[config.mk]
export PLATFORM = sky130hd
export DESIGN_NAME = div_issue_ctrl
export DESIGN_NICKNAME = d
export VERILOG_FILES = /design/src/rtl/div_issue_ctrl.sv
export SDC_FILE = /design/constraint.sdc
export NUM_CORES = 1
export LEC_CHECK = 0
export BUFFER_PORTS_ARGS = -buffer_cell sky130_fd_sc_hd__buf_2
export CAP_MARGIN = 20
export CELL_PAD_IN_SITES_DETAIL_PLACEMENT = 1
export CELL_PAD_IN_SITES_GLOBAL_PLACEMENT = 2
export CORE_ASPECT_RATIO = 0.75
export CORE_MARGIN = 4
export CORE_UTILIZATION = 27
export CTS_BUF_LIST = sky130_fd_sc_hd__clkbuf_4
export DETAILED_ROUTE_END_ITERATION = 7
export PLACE_DENSITY_LB_ADDON = 0.15
export SLEW_MARGIN = 40
export SYNTH_ARGS = -nofsm -noshare
export SYNTH_HDL_FRONTEND = slang
export SYNTH_SLANG_ARGS = --single-unit
[constraint.sdc]
create_clock -name clk -period 3.45 [get_ports clk]
set_input_delay 1.035 -clock clk [delete_from_list [all_inputs] [get_ports clk]]
set_output_delay 1.035 -clock clk [all_outputs]
set_load 0.03 [all_outputs]
[src/rtl/div_issue_ctrl.sv]
// div_issue_ctrl: EX-stage master for the iterative divider. Latches operands,
// issues a one-cycle operand strobe, stalls EX until the result handshake, then
// writes HI/LO. Also handles exception flush and a no-response watchdog.
// Optional build macro: DIV_ZERO_BYPASS_EN (a zero divisor skips the divider and
// writes HI = dividend, LO = all ones directly).
module div_issue_ctrl #(
  parameter int unsigned MAX_WAIT = 80
) (
  input  logic        clk,
  input  logic        rst,
  input  logic        ex_div_valid,
  input  logic        ex_div_sign,
  input  logic [31:0] ex_rs,
  input  logic [31:0] ex_rt,
  input  logic        flush,
  output logic        ex_stall,
  output logic        div_opn_valid,
  output logic [31:0] div_a,
  output logic [31:0] div_b,
  output logic        div_sign,
  input  logic        div_res_valid,
  output logic        div_res_ready,
  input  logic [63:0] div_result,
  output logic        div_rst,
  output logic        hilo_we,
  output logic [31:0] hi_wdata,
  output logic [31:0] lo_wdata,
  output logic        div_timeout
);

  localparam int unsigned CNT_W = 8;

  typedef enum logic [2:0] {
    S_IDLE,
    S_ISSUE,
    S_WAIT,
    S_DONE,
    S_ABORT
  } state_t;

  state_t             state, state_n;
  logic [CNT_W-1:0]   cnt, cnt_n;
  logic [31:0]        a_n, b_n, hi_n, lo_n;
  logic               sign_n, tmo_n;

  // Next-state, watchdog count and datapath capture
  always_comb begin
    state_n = state;
    cnt_n   = cnt;
    a_n     = div_a;
    b_n     = div_b;
    sign_n  = div_sign;
    hi_n    = hi_wdata;
    lo_n    = lo_wdata;
    tmo_n   = div_timeout;
    unique case (state)
      S_IDLE: begin
        if (ex_div_valid && !flush) begin
          a_n    = ex_rs;
          b_n    = ex_rt;
          sign_n = ex_div_sign;
`ifdef DIV_ZERO_BYPASS_EN
          if (ex_rt == 32'd0) begin
            hi_n    = ex_rs;
            lo_n    = 32'hFFFF_FFFF;
            state_n = S_DONE;
          end else begin
            state_n = S_ISSUE;
          end
`else
          state_n = S_ISSUE;
`endif
        end
      end
      S_ISSUE: begin
        cnt_n   = '0;
        state_n = flush ? S_ABORT : S_WAIT;
      end
      S_WAIT: begin
        // flush wins over a same-cycle result
        if (flush) begin
          state_n = S_ABORT;
        end else if (div_res_valid) begin
          hi_n    = div_result[63:32];
          lo_n    = div_result[31:0];
          state_n = S_DONE;
        end else begin
          cnt_n = cnt + CNT_W'(1);
          if (cnt_n == CNT_W'(MAX_WAIT)) begin
            tmo_n   = 1'b1;
            state_n = S_ABORT;
          end
        end
      end
      S_DONE:  state_n = S_IDLE;
      S_ABORT: state_n = S_IDLE;
      default: state_n = S_IDLE;
    endcase
  end

  // State, datapath and registered handshake outputs
  always_ff @(posedge clk) begin
    if (rst) begin
      state         <= S_IDLE;
      cnt           <= '0;
      div_a         <= '0;
      div_b         <= '0;
      div_sign      <= 1'b0;
      hi_wdata      <= '0;
      lo_wdata      <= '0;
      div_timeout   <= 1'b0;
      div_opn_valid <= 1'b0;
      div_res_ready <= 1'b0;
    end else begin
      state         <= state_n;
      cnt           <= cnt_n;
      div_a         <= a_n;
      div_b         <= b_n;
      div_sign      <= sign_n;
      hi_wdata      <= hi_n;
      lo_wdata      <= lo_n;
      div_timeout   <= tmo_n;
      div_opn_valid <= (state_n == S_ISSUE);
      div_res_ready <= (state_n == S_WAIT);
    end
  end

  // Pipeline stall, write strobe and divider reset depend on live inputs
  always_comb begin
    ex_stall = !rst && ((state == S_IDLE && ex_div_valid && !flush) ||
                        (state == S_ISSUE) || (state == S_WAIT) ||
                        (state == S_ABORT && ex_div_valid));
    hilo_we  = !rst && (state == S_DONE) && !flush;
    div_rst  = rst || (state == S_ABORT);
  end

endmodule

Word level (Yosys, flattened, before mapping)
Cells that the tools add are included.
- flip-flop bits (word level): 143
- bits in latches: 0
- bits in writable memories: 0
- memory bits (read-only): 0
- input bits: 134
- output and inout bits: 135
- logic and storage cells: 50
- memories: 0
- $add $sub $neg: 1
- multiply operators: 0
- divide/modulo/power cells: 0
- $lt $le $gt $ge: 0
- eq/ne operators: 9
- shifts and indexed selects: 0
- muxes and demuxes: 9
- bitwise gates (word level): 2
- reductions and logical operators: 19
- operators with widths (operator ; number):
    $mux 8 ; 2
    $pmux 8 s2 ; 1
    $mux 3 ; 5
    $eq 3x2->1 const B ; 3
    $pmux 3 s3 ; 1
    $add 8x1->8 const B ; 1
    $eq 8x7->1 const B ; 1
    $logic_and 1x1->1 ; 7
    $eq 3x1->1 const B ; 2
    $reduce_and 3->1 ; 2
    $logic_or 1x1->1 ; 4
    $ne 2x2->1 const B ; 2
    $reduce_and 4->1 ; 1
    $eq 3x3->1 const B ; 1
    $logic_not 3->1 ; 1
    $logic_not 1->1 ; 2
    $not 1->1 ; 2
    $reduce_and 2->1 ; 1
    $reduce_bool 2->1 ; 1

Depth between registers and ports, before layout
- depth in word-level cells: 7
- gate-level depth with buffers: 7
- mapped depth without buffers: 6

Worst setup path after synthesis
No wires, ideal clock.
- path kind: input to output
- from: input port rst
- to: output port ex_stall
- data arrival time: 1841 ps
- required time: 2415 ps
- path slack: 574 ps
- cell stages on the path: 3
- cell sequence: clkbuf_1 clkbuf_1 nor2_1
- word-level cells in the longest chain between the ends: 2
- RTL lines (item ; line ; text):
    from (decl) ; 10 ; input logic rst,
    $logic_not 1->1 ; 130 ; ex_stall = !rst && ((state == S_IDLE && ex_div_valid && !flush) ||
    $logic_and 1x1->1 ; 130 ;
    to (decl) ; 16 ; output logic ex_stall,
No other way between the ends.

Worst setup path in the final report
- from: input port flush
- to: output port ex_stall
- word-level cells in the longest chain between the ends: 6
- RTL lines (item ; line ; text):
    from (decl) ; 15 ; input logic flush,
    $logic_not 1->1 ; 130 ;
    $logic_and 1x1->1 ; 130 ;
    $logic_or 1x1->1 ; 130 ;
    $logic_or 1x1->1 (2 in a row) ; 131 ; (state == S_ISSUE) || (state == S_WAIT) ||
    $logic_and 1x1->1 ; 130 ;
No other way between the ends.

==> flow_summary_export.csv <==
group,metric,value,unit
layout,layout_common_cells,"buf_2, nand2_1, dfxtp_1",
synth,yosys.area.top_type,"dfxtp_1",
global_routing,grt_max_degree,66,
clocking,tritoncts,"built",
sta,report.final.slew_viol_count,0,
clocking,cts-resized-gates,0,
synth,synth_top_area_frac,0.528,
setup_path,cp-end-kind,"output port",
global_routing,grt_pass1_wl,29000,um
synth,synth_area,0.00542,mm^2
run_status,status,"complete, no violations",
floorplanning,fp.dieW,172,um
global_routing,grt.overflow.total,0,
synth,synth_edf_count,0,
power_and_ir_drop,ir_worst_vdd,0.000193,V
hold_path,hp-class,"register to register",
setup_path,crit_fanout,5,
global_routing,grt_pass1_vias,5414,
sta,hold_viol,0,
global_routing,grt_usage,0.165,
synth,synthTopCellsByArea,"dfxtp_1, nand2_1, a21oi_1",
layout,postLayoutCellArea,0.00718,mm^2
setup_path,crit_arrival,1.88,ns
sta,setup_ws,0.532,ns
layout,nNetsFinal,1041,
detailed_routing,dr.pass1.iters,5,
sta,layout_min_cycle_time,2.92,ns
placed_design,dp_hpwl,14300,um
power_and_ir_drop,power,3.25,mW
detailed_routing,drc,0,
clocking,post_cts_buffers,0,
synth,ys_types,42,
sta,fmax,343,MHz
detailed_routing,wl_per_cell,16.2,um
placed_design,post_dp_cell_area,0.00686,mm^2
setup_path,critical_path_class,"primary input to output port",
floorplanning,start_util,0.277,
sta,grt_setup_unrepaired,"no",
detailed_routing,avgViaCountPerCell,4.56,
synth,async_flop_share,0,
floorplanning,io_pins,269,
placed_design,gp_congestion,0.757,
sta,holdWs,0.459,ns
sta,finalSetupViolCount,0,
setup_path,rrSetupSlack,1.25,ns
sta,max_slew_margin,0.533,
synth,seq_area_frac_synth,0.528,
clocking,clock-root-buffer,"clkbuf_4",
floorplanning,core_area,0.0195,mm^2
placed_design,place_inst,1140,
clocking,clock_latency,0.55,ns
clocking,numCtsBuffers,17,
synth,post_synth.cell_area_avg,8.21,um^2
clocking,cts_buffer_depth,2,
sta,fin_crit_sh,0.846,
clocking,h-tree-depth,4,
synth,synth_warnings,0,
clocking,path_clk_slew,0.12,ns
floorplanning,die_area,0.0224,mm^2
placed_design,post-place-ws,0.524,ns
placed_design,io_buffers,268,
detailed_routing,dr_wl_met3,1370,um
run,max_cap_violations,0,
power_and_ir_drop,powerDensity,453,mW/mm^2
layout,utilization,0.367,
floorplanning,rows,44,
sta,skew,0.0249,ns
clocking,clkSinkCount,143,
layout,stdcell_count,1174,
power_and_ir_drop,leakage,3.14,nW
layout,syn2layout_area_growth,32.4,%
setup_path,crit_path_start_kind,"primary input",
detailed_routing,ant_nets,0,
detailed_routing,met2_length,8750,um
synth,synth_cells,660,
floorplanning,fp.dieH,131,um
sta,setup_tns,0,ns
layout,drive_gt1_frac,0.387,
clocking,cts_hold_buf,0,
synth,synth.ff_latch_count,143,
setup_path,required,2.41,ns
layout,fillers,2463,
detailed_routing,vias,5350,
detailed_routing,initialDrtViolationCount,275,
detailed_routing,top_layer_used,"met4",
synth,synth_flop_cell,"dfxtp_1",
global_routing,antenna_found_initial,2,
synth,synth_nets,795,
sta,tightest_slew,0.701,ns
detailed_routing,routed_wirelength,19000,um
layout,layout_commonest_cell,"buf_2",
detailed_routing,wl_met1,8460,um
-- worst paths after layout --
check	startpoint	end	cells past startpoint
max	flush	ex_stall	6
min	div_a[9]	div_a[9]	2
max reg2reg	state[1]	hi_wdata[20]	5
min reg2reg	div_a[9]	div_a[9]	2
-- cell usage after synthesis, drive strengths merged (2+ instances only) --
master	number
o21ai	2
dfxtp	143
buf	25
nor2	20
clkbuf	24
nor2b	2
a21oi	143
a211oi	4
and3	3
nand4b	2
nand3	5
o21bai	2
inv	2
nand2	263
nand2b	2
mux2i	2
-- critical path, stage by stage --
cell	delay, ns
buf_2	0.14
inv_1	0.06
a21oi_1	0.05
o32a_1	0.29
nor2_1	0.10
buf_2	0.21
-- sequential cells by signal, indices dropped and copies added (netlist names) --
signal	count
div_timeout	1
div_sign	1
div_res_ready	1
lo_wdata	32
div_b	32
hi_wdata	32
div_opn_valid	1
div_a	32
state	3
cnt	8
-- cell type report --
class                      count  area, um^2  share of cell area
timing repair buffer         276        1440               0.201
sequential                   143        2860               0.399
clock buffer                  17         128              0.0178
multi-input combinational    466        2230               0.311
antenna                        2        5.00            0.000697
clock inverter                15         184              0.0256
inverter                       2        7.51             0.00105
tap                          253         317              0.0441
-- layer usage --
metal,global-route usage,vias to the layer above
met4,0.0601,0
met2,0.266,168
met1,0.209,2510
met3,0.0514,26
met5,0,-
li1,-,2646
-- logic make-up after synthesis --
kind of cell / Yosys count / synth area share
simple gates: 305 / 0.236
flops: 143 / 0.528
compound gates: 158 / 0.167
mux: 2 / 0.00369
fa+ha+maj: 1 / 0.00231
buf+inv: 51 / 0.0623
-- power by group --
part / internal [mW] / switching, mW / leakage (nW) / total [mW]
combinational: 0.125 / 0.239 / 1.82 / 0.363
sequential: 1.69 / 0.0217 / 1.16 / 1.72
clock: 0.511 / 0.660 / 0.161 / 1.17
Power figures use the tool's default switching activity.
